===== src/rtl/ifetch_if.sv =====
// Fetch-stage bus bundle: instruction-memory request/response, redirect
// from execute, and the valid/ready handshake toward decode.
//   master : the fetch queue (drives imem_req/imem_addr and dec_* outputs)
//   slave  : memory, execute and decode as seen from the environment
interface ifetch_if #(
  parameter int unsigned ADDR_W = 16
) ();
  logic              imem_req;
  logic [ADDR_W-1:0] imem_addr;
  logic [31:0]       imem_rdata;
  logic              redirect_valid;
  logic [ADDR_W-1:0] redirect_pc;
  logic              dec_valid;
  logic              dec_ready;
  logic [31:0]       dec_instr;
  logic [5:0]        dec_opcode;
  logic [ADDR_W-1:0] dec_pc;

  modport master (
    output imem_req, imem_addr, dec_valid, dec_instr, dec_opcode, dec_pc,
    input  imem_rdata, redirect_valid, redirect_pc, dec_ready
  );

  modport slave (
    input  imem_req, imem_addr, dec_valid, dec_instr, dec_opcode, dec_pc,
    output imem_rdata, redirect_valid, redirect_pc, dec_ready
  );
endinterface


===== src/rtl/ifetch_queue.sv =====
// Instruction fetch stage: generates the PC, issues word reads to the
// synchronous instruction memory, buffers returned words with their PCs in a
// prefetch FIFO and presents them to decode. A redirect flushes everything.
// Ports:
//   clk  - rising-edge clock
//   rst  - synchronous active-high reset
//   bus  - ifetch_if.master: imem_req/imem_addr/imem_rdata,
//          redirect_valid/redirect_pc, dec_valid/dec_ready/dec_instr/
//          dec_opcode/dec_pc
// DEPTH must be a power of two (pointers wrap by natural overflow).
module ifetch_queue #(
  parameter int unsigned       ADDR_W   = 16,
  parameter int unsigned       DEPTH    = 4,
  parameter logic [ADDR_W-1:0] RESET_PC = '0
) (
  input logic      clk,
  input logic      rst,
  ifetch_if.master bus
);

  localparam int unsigned PTR_W = (DEPTH > 1) ? $clog2(DEPTH) : 1;
  localparam int unsigned CNT_W = PTR_W + 1;
  localparam int unsigned SUM_W = CNT_W + 1;

  logic              rst_q;
  logic [ADDR_W-1:0] pc_q, pc_d;
  logic [ADDR_W-1:0] req_pc_q, req_pc_d;
  logic [CNT_W-1:0]  count_q, count_d;
  logic [PTR_W-1:0]  rd_ptr_q, rd_ptr_d;
  logic [PTR_W-1:0]  wr_ptr_q, wr_ptr_d;
  logic              inflight_q, inflight_d;
  logic              kill_q, kill_d;

  logic [31:0]       instr_mem_q [DEPTH];
  logic [ADDR_W-1:0] pc_mem_q    [DEPTH];

  logic issue_c, push_c, pop_c, dec_valid_c;

  // Issue/push/pop qualifiers. The credit check counts the in-flight slot and
  // deliberately ignores a same-cycle pop, so a returning word always fits.
  always_comb begin
    dec_valid_c = (count_q != '0);
    issue_c     = !rst_q && !bus.redirect_valid &&
                  ((SUM_W'(count_q) + SUM_W'(inflight_q)) < SUM_W'(DEPTH));
    // A word arriving in a redirect cycle belongs to the old path.
    push_c      = inflight_q && !kill_q && !bus.redirect_valid;
    pop_c       = dec_valid_c && bus.dec_ready && !bus.redirect_valid;
  end

  assign bus.imem_req   = issue_c;
  assign bus.imem_addr  = pc_q;
  assign bus.dec_valid  = dec_valid_c;
  assign bus.dec_instr  = instr_mem_q[rd_ptr_q];
  assign bus.dec_opcode = instr_mem_q[rd_ptr_q][31:26];
  assign bus.dec_pc     = pc_mem_q[rd_ptr_q];

  // Next-state for PC, request tracking and FIFO bookkeeping.
  always_comb begin
    pc_d       = pc_q;
    req_pc_d   = req_pc_q;
    count_d    = count_q;
    rd_ptr_d   = rd_ptr_q;
    wr_ptr_d   = wr_ptr_q;
    inflight_d = issue_c;
    kill_d     = 1'b0;
    if (bus.redirect_valid) begin
      pc_d     = bus.redirect_pc;
      count_d  = '0;
      rd_ptr_d = '0;
      wr_ptr_d = '0;
      kill_d   = inflight_q;
    end else begin
      if (issue_c) begin
        pc_d     = pc_q + ADDR_W'(1);
        req_pc_d = pc_q;
      end
      if (push_c) wr_ptr_d = wr_ptr_q + PTR_W'(1);
      if (pop_c)  rd_ptr_d = rd_ptr_q + PTR_W'(1);
      count_d = count_q + CNT_W'(push_c) - CNT_W'(pop_c);
    end
  end

  // Control state; rst_q marks the idle first cycle after reset release.
  always_ff @(posedge clk) begin
    if (rst) begin
      rst_q      <= 1'b1;
      pc_q       <= RESET_PC;
      req_pc_q   <= '0;
      count_q    <= '0;
      rd_ptr_q   <= '0;
      wr_ptr_q   <= '0;
      inflight_q <= 1'b0;
      kill_q     <= 1'b0;
    end else begin
      rst_q      <= 1'b0;
      pc_q       <= pc_d;
      req_pc_q   <= req_pc_d;
      count_q    <= count_d;
      rd_ptr_q   <= rd_ptr_d;
      wr_ptr_q   <= wr_ptr_d;
      inflight_q <= inflight_d;
      kill_q     <= kill_d;
    end
  end

  // FIFO payload storage; no reset needed, contents qualified by count.
  always_ff @(posedge clk) begin
    if (!rst && push_c) begin
      instr_mem_q[wr_ptr_q] <= bus.imem_rdata;
      pc_mem_q[wr_ptr_q]    <= req_pc_q;
    end
  end

endmodule

===== src/flat_wrapper.sv =====
// flat-port wrapper written by rule: the top's interface ports become plain ports
module ifetch_queue_flat 
#(
  parameter int unsigned       ADDR_W   = 16,
  parameter int unsigned       DEPTH    = 4,
  parameter logic [ADDR_W-1:0] RESET_PC = '0
)
  (clk, rst, bus_imem_req, bus_imem_addr, bus_dec_valid, bus_dec_instr, bus_dec_opcode, bus_dec_pc, bus_imem_rdata, bus_redirect_valid, bus_redirect_pc, bus_dec_ready);
  ifetch_if #(.ADDR_W(ADDR_W)) bus_i ();
  input logic clk;
  input logic rst;
  output wire logic [$bits(bus_i.imem_req)-1:0] bus_imem_req;
  output wire logic [$bits(bus_i.imem_addr)-1:0] bus_imem_addr;
  output wire logic [$bits(bus_i.dec_valid)-1:0] bus_dec_valid;
  output wire logic [$bits(bus_i.dec_instr)-1:0] bus_dec_instr;
  output wire logic [$bits(bus_i.dec_opcode)-1:0] bus_dec_opcode;
  output wire logic [$bits(bus_i.dec_pc)-1:0] bus_dec_pc;
  input wire logic [$bits(bus_i.imem_rdata)-1:0] bus_imem_rdata;
  input wire logic [$bits(bus_i.redirect_valid)-1:0] bus_redirect_valid;
  input wire logic [$bits(bus_i.redirect_pc)-1:0] bus_redirect_pc;
  input wire logic [$bits(bus_i.dec_ready)-1:0] bus_dec_ready;
  assign bus_imem_req = bus_i.imem_req;
  assign bus_imem_addr = bus_i.imem_addr;
  assign bus_dec_valid = bus_i.dec_valid;
  assign bus_dec_instr = bus_i.dec_instr;
  assign bus_dec_opcode = bus_i.dec_opcode;
  assign bus_dec_pc = bus_i.dec_pc;
  assign bus_i.imem_rdata = bus_imem_rdata;
  assign bus_i.redirect_valid = bus_redirect_valid;
  assign bus_i.redirect_pc = bus_redirect_pc;
  assign bus_i.dec_ready = bus_dec_ready;
  ifetch_queue #(.ADDR_W(ADDR_W), .DEPTH(DEPTH), .RESET_PC(RESET_PC)) u_core (.clk(clk), .rst(rst), .bus(bus_i));
endmodule

===== config.mk =====
export PLATFORM = sky130hd
export DESIGN_NAME = ifetch_queue_flat
export DESIGN_NICKNAME = d
export VERILOG_FILES = /design/src/rtl/ifetch_if.sv /design/src/rtl/ifetch_queue.sv /design/src/flat_wrapper.sv
export SDC_FILE = /design/constraint.sdc
export NUM_CORES = 1
export LEC_CHECK = 0
export ABC_AREA = 1
export BUFFER_PORTS_ARGS = -buffer_cell sky130_fd_sc_hd__clkbuf_2
export CAP_MARGIN = 20
export CORE_MARGIN = 2
export CORE_UTILIZATION = 50
export DETAILED_ROUTE_END_ITERATION = 7
export GPL_TIMING_DRIVEN = 0
export PLACE_DENSITY = 0.71
export SETUP_SLACK_MARGIN = 0.5
export SLEW_MARGIN = 20
export SYNTH_ARGS = -nofsm -noshare
export SYNTH_HDL_FRONTEND = slang
export SYNTH_SLANG_ARGS = --single-unit

===== constraint.sdc =====
create_clock -name clk -period 10 [get_ports clk]
set_input_delay 0.5 -clock clk [delete_from_list [all_inputs] [get_ports clk]]
set_output_delay 0.5 -clock clk [all_outputs]
set_load 0.02 [all_outputs]

# ---- After elaboration in Yosys (flattened, before gate mapping)
# Memories as Yosys holds them, arrays and structs flattened. A register that Yosys moved wholly into a read port is not among the register bits.
# Index checks and enable logic that the tools add are counted.
dict set report classes {
  add_sub_neg 6
  magnitude_cmp 1
  n_mux 9
  bitwise_logic 1
  reduce_logical 16
}
# operator n
set ops {}
lappend ops {{2-to-1 mux 16 bit} 2}
lappend ops {{adder 16 x 1 -> 16 bit (second input constant)} 1}
lappend ops {{2-to-1 mux 2 bit} 4}
lappend ops {{logical AND 1 bit} 7}
lappend ops {{adder 2 x 1 -> 2 bit (second input constant)} 2}
lappend ops {{adder 3 x 1 -> 4 bit} 1}
lappend ops {{logical NOT 1 bit} 4}
lappend ops {{< comparator 4 x 3 -> 1 bit (second input constant)} 1}
lappend ops {{OR reduction 2 bit} 2}
lappend ops {{adder 3 x 1 -> 3 bit} 1}
lappend ops {{2-to-1 mux 1 bit} 3}
lappend ops {{nonzero test 3 bit} 1}
lappend ops {{subtractor 3 x 1 -> 3 bit} 1}
lappend ops {{AND reduction 2 bit} 1}
lappend ops {{nonzero test 2 bit} 1}
lappend ops {{inverter 1 bit} 1}
dict set report word_totals {
  register_bits 42
  ram_bits 192
  inputBits 52
  output_inout_bits 72
  word_cells 43
  memories 2
}
# name depth width rd rd_clocked_by_memory_dff wr line
set mem_list {}
lappend mem_list {u_core.instr_mem_q 4 32 1 1 1 ifetch_queue.sv:34} ;# logic [31:0] instr_mem_q [DEPTH];
lappend mem_list {u_core.pc_mem_q 4 16 1 1 1 ifetch_queue.sv:35} ;# logic [ADDR_W-1:0] pc_mem_q [DEPTH];

# ---- Longest topological paths before layout
dict set report logic_depth {
  depth_word 6
  depth_mapped 10
  mapped_depth_nobuf 10
}

# ---- Worst setup path after synthesis
# OpenSTA, ideal clock, no wires.
dict set report synth_timing {
  path_type {input -> register}
  start {in bus_redirect_valid}
  end {mem u_core.instr_mem_q[0][0], enable pin}
  setup_ns 0.454
  arrival_time_ns 3.103
  required_ns 9.546
  setup_slack_ns 6.444
  stages 3
  path_cell_list {nor3_1 nand2_1 nor2_1}
}
dict set report synth_between {
  elab_chain_len 5
}
# item line
set synth_rtl {}
lappend synth_rtl {{from (decl)} flat_wrapper.sv:19} ;# input wire logic [$bits(bus_i.redirect_valid)-1:0] bus_redirect_valid;
lappend synth_rtl {{logical NOT 1 bit} ifetch_queue.sv:46} ;# push_c = inflight_q && !kill_q && !bus.redirect_valid;
lappend synth_rtl {{logical AND 1 bit} ifetch_queue.sv:46}
lappend synth_rtl {{logical AND 1 bit} ifetch_queue.sv:108} ;# if (!rst && push_c) begin
lappend synth_rtl {{2-to-1 mux 1 bit} ifetch_queue.sv:108}
lappend synth_rtl {{2-to-1 mux 1 bit (not written as such)} ifetch_queue.sv:109} ;# instr_mem_q[wr_ptr_q] <= bus.imem_rdata;
lappend synth_rtl {{to (decl)} ifetch_queue.sv:34}
# No other way between the ends.

==> flow_summary.yaml <==
timing:
  max_slew_margin_pct: 52.0
  rsz0062_at_grt: "false"
  hold_viol_final: 0
  finalSetupViolCount: 0
  final.setup_skew_ps: 11.2
  worst_pin_slew_ps: 715
  min_period_over_period_pct: 28.8
  slew_viol_final: 0
  fin_tns_setup_ps: 0
  min_period_ps: 2880
  max_freq_ghz: 0.348
  hold_slack_ps: 146
cts:
  cts_hold_buf: 0
  cts-root-buf: "clkbuf_16"
  htreeDepth: 1
  cts.path.max_buffers: 3
  cts_num_sinks: 236
  cts_resized: 0
  cts_buffers: 25
  path_clk_slew_ps: 60
  post_cts_buffers: 0
  cts_tree: "built"
  clk-insertion-delay-late_ps: 520
drt:
  route.vias.total: 6363
  postRouteAntennaNets: 0
  first_pass_iters: 5
  drcViolationCount: 0
  routed_via_density: 5.32
  first_iter_violations: 443
  post_drt_wl_per_cell_um: 16.5
  routed_wl_mm: 19.8
synth:
  syn_area_per_cell_um2: 11.8
  synth_adder_area_share_pct: 1.29
  synth_top_area_share_pct: 61.8
  async_reset_ff_share_pct: 0
  synthTopCellsByArea: "edfxtp_1 (62%), dfxtp_1 (9.4%), o21ai_0 (5.7%), nor2_1 (5.4%), o22ai_1 (3.2%)"
  yosys_most_used_dff: "edfxtp_1"
  ys_seq_area_share_pct: 71.2
  synth-compound-area-share_pct: 11.5
  yosysTopAreaCell: "edfxtp_1"
  synth_xor_area_share_pct: 0.469
  synth_cell_types: 30
  syn-num-nets: 852
  synth_most_common_cell: "edfxtp_1"
  ys_seq_elements: 236
  ys_warn_count: 0
  synth_top_family_by_area: "compound AO/OA/AOI/OAI gates"
  synth_edf_count: 192
  netlist_top_cells_count: "edfxtp_1 (192), nor2_1 (135), o21ai_0 (106), nand2_1 (75), o22ai_1 (48)"
  synth.mux.area_fraction_pct: 0
  syn_inst: 791
  syn_area_um2: 9340
  synthSimpleGateAreaFrac_pct: 11.3
floorplanning:
  die_x_um: 141
  row_count: 49
  core_um2: 18100
  die_y_um: 141
  die-area_um2: 19800
  io_pins: 124
  initial_core_util_pct: 51.4
setup_path:
  crit_fanout: 10
  r2r_start: "u_core.inflight_q$_SDFF_PP0_"
  critPathKind: "reg -> out"
  worstPathCellList: "buf_2 > buf_2 > clkbuf_1 > nor2_1 > o22ai_1 > buf_4 > clkbuf_2"
  max_stage_delay_ps: 500
  crit_buf_inv: 5
  critical_path_depth: 7
  slowest_stage: "clkbuf_1"
  r2r_slack_ps: 7450
  worstSetupStartpointType: "flop"
  cp_common_cell: "buf_2"
  worstSetupEndpointType: "output pin"
  cpLargestDelayFamily: "buffers and inverters"
  crit_arrival_ps: 2380
  r2r_cells: 5
  worstPathRequired_ps: 9500
  reg2reg_to: "u_core.pc_mem_q[0][6]$_DFFE_PP_"
global_routing:
  antenna_found_initial: 0
  grt.total_usage_pct: 19.6
  grt_remaining_overflow: 0
  grt_pass1_wl_mm: 30.6
  gr-usage-met2_pct: 33.4
  grt_util_met3_pct: 3.57
  grt_pass1_vias: 5899
  grt_max_degree: 25
  grt_use_met1_pct: 26.4
  busiest_layer: "met2"
min_path:
  min-delay-path-class: "in -> reg"
  whs_path_depth: 1
  holdCritStartpoint: "rst"
  min_to: "u_core.rst_q$_DFF_P_"
power:
  power.share.combinational_pct: 3.8
  p_seq_share_pct: 53.6
  power.density_nw_per_um2: 180
  total_power_mw: 2.03
  sw_frac_of_total_pct: 20.5
  ir_worst_vdd_mv: 0.133
  p_int_mw: 1.61
  p_sw_mw: 0.416
  power_leakage_nw: 4.20
  pwr-share-clk_pct: 42.7
place:
  place.gp.congestion: 0.817
  port_buffers: 123
  hpwlAfterDp_mm: 13.1
cells_and_area:
  utilization_pct: 62.0
  syn2layout_area_growth_pct: 20.5
  nets: 1010
  drive_gt1_share_pct: 21.7
  antennaDiodeCount: 0
flow_run:
  drv_cap: 0
outcome:
  run_status: "complete, no violations"
[metrics by stage]
stage	setup slack (ps)	std cells	cell area, um2
floorplan	6440	791	9340
global route	6970	1197	11300
global placement	4550	1143	10200
CTS	7090	1197	11300
finish	7120	1197	11300
detailed placement	7180	1151	10500
[state kept, by name, indices dropped and copies added, names as in the netlist, named ones only]
register,cells
u_core.instr_mem_q,128
u_core.pc_mem_q,64
u_core.bus.imem_addr,16
u_core.req_pc_q,16
u_core.count_q,3
u_core.rd_ptr_q,2
u_core.wr_ptr_q,2
u_core.inflight_q,1
u_core.kill_q,1
u_core.rst_q,1
[power groups by stage]
stage,clock (mW),sequential (mW),combinational (mW)
after global placement,0,1.11,0.0733
after floorplan,0,1.11,0.0385
after CTS,0.883,1.09,0.0767
after global routing,0.920,1.09,0.0849
final,0.867,1.09,0.0763
after detailed placement,0,1.11,0.0761
[cell type report]
cell class	instances	area, um2
Buffer	46	235
Clock buffer	29	641
Clock inverter	17	145
Fill cell	1410	6900
Inverter	45	169
Multi-Input combinational cell	464	2310
Sequential cell	236	6650
Tap cell	229	287
Timing Repair Buffer	131	813
[routing by layer]
metal  routed length [um]  up-vias
met5                    0        -
met4                  366        0
met1                 8340     2963
li1                     -     3135
met3                 1500       27
met2                 9580      238
[kinds of logic (layout without fill, tap and decap cells)]
| logic type | Yosys count | count (layout) |
|---|---|---|
| XOR/XNOR | 5 | 5 |
| flip-flops | 236 | 236 |
| adder cells (fa/ha/maj) | 9 | 9 |
| AND/OR/NAND/NOR | 256 | 256 |
| AO/OA/AOI/OAI | 194 | 194 |
| buffers and inverters | 91 | 268 |
[layout by cell type (no fill, tap or decap), types with 6 or more instances in the layout]
master	count
edfxtp_1	192
nor2_1	131
clkbuf_2	125
o21ai_0	106
nand2_1	75
o22ai_1	48
dfxtp_1	44
inv_1	43
nand3_1	28
clkbuf_1	28
clkbuf_16	25
o21ai_1	18
a21oi_1	11
buf_2	9
a21oi_2	9
clkinv_1	8
ha_1	8
buf_4	7
clkinv_2	6
[worst max-delay path by stage]
| stage | startpoint | to | slack [ps] |
|---|---|---|---|
| 4_1_cts | flop | bus_dec_opcode[3] | 7090 |
| 3_5_place_dp | bus_redirect_valid | u_core.instr_mem_q[0][16]$_DFFE_PP_ | 7180 |
| 6_report | flop | bus_dec_opcode[3] | 7120 |
| 5_1_grt | flop | bus_dec_opcode[3] | 6970 |
| 2_1_floorplan | bus_redirect_valid | u_core.instr_mem_q[0][0]$_DFFE_PP_ | 6440 |
| 3_3_place_gp | bus_redirect_valid | u_core.instr_mem_q[3][13]$_DFFE_PP_ | 4550 |
No activity file was read; power rests on OpenSTA's default activity.
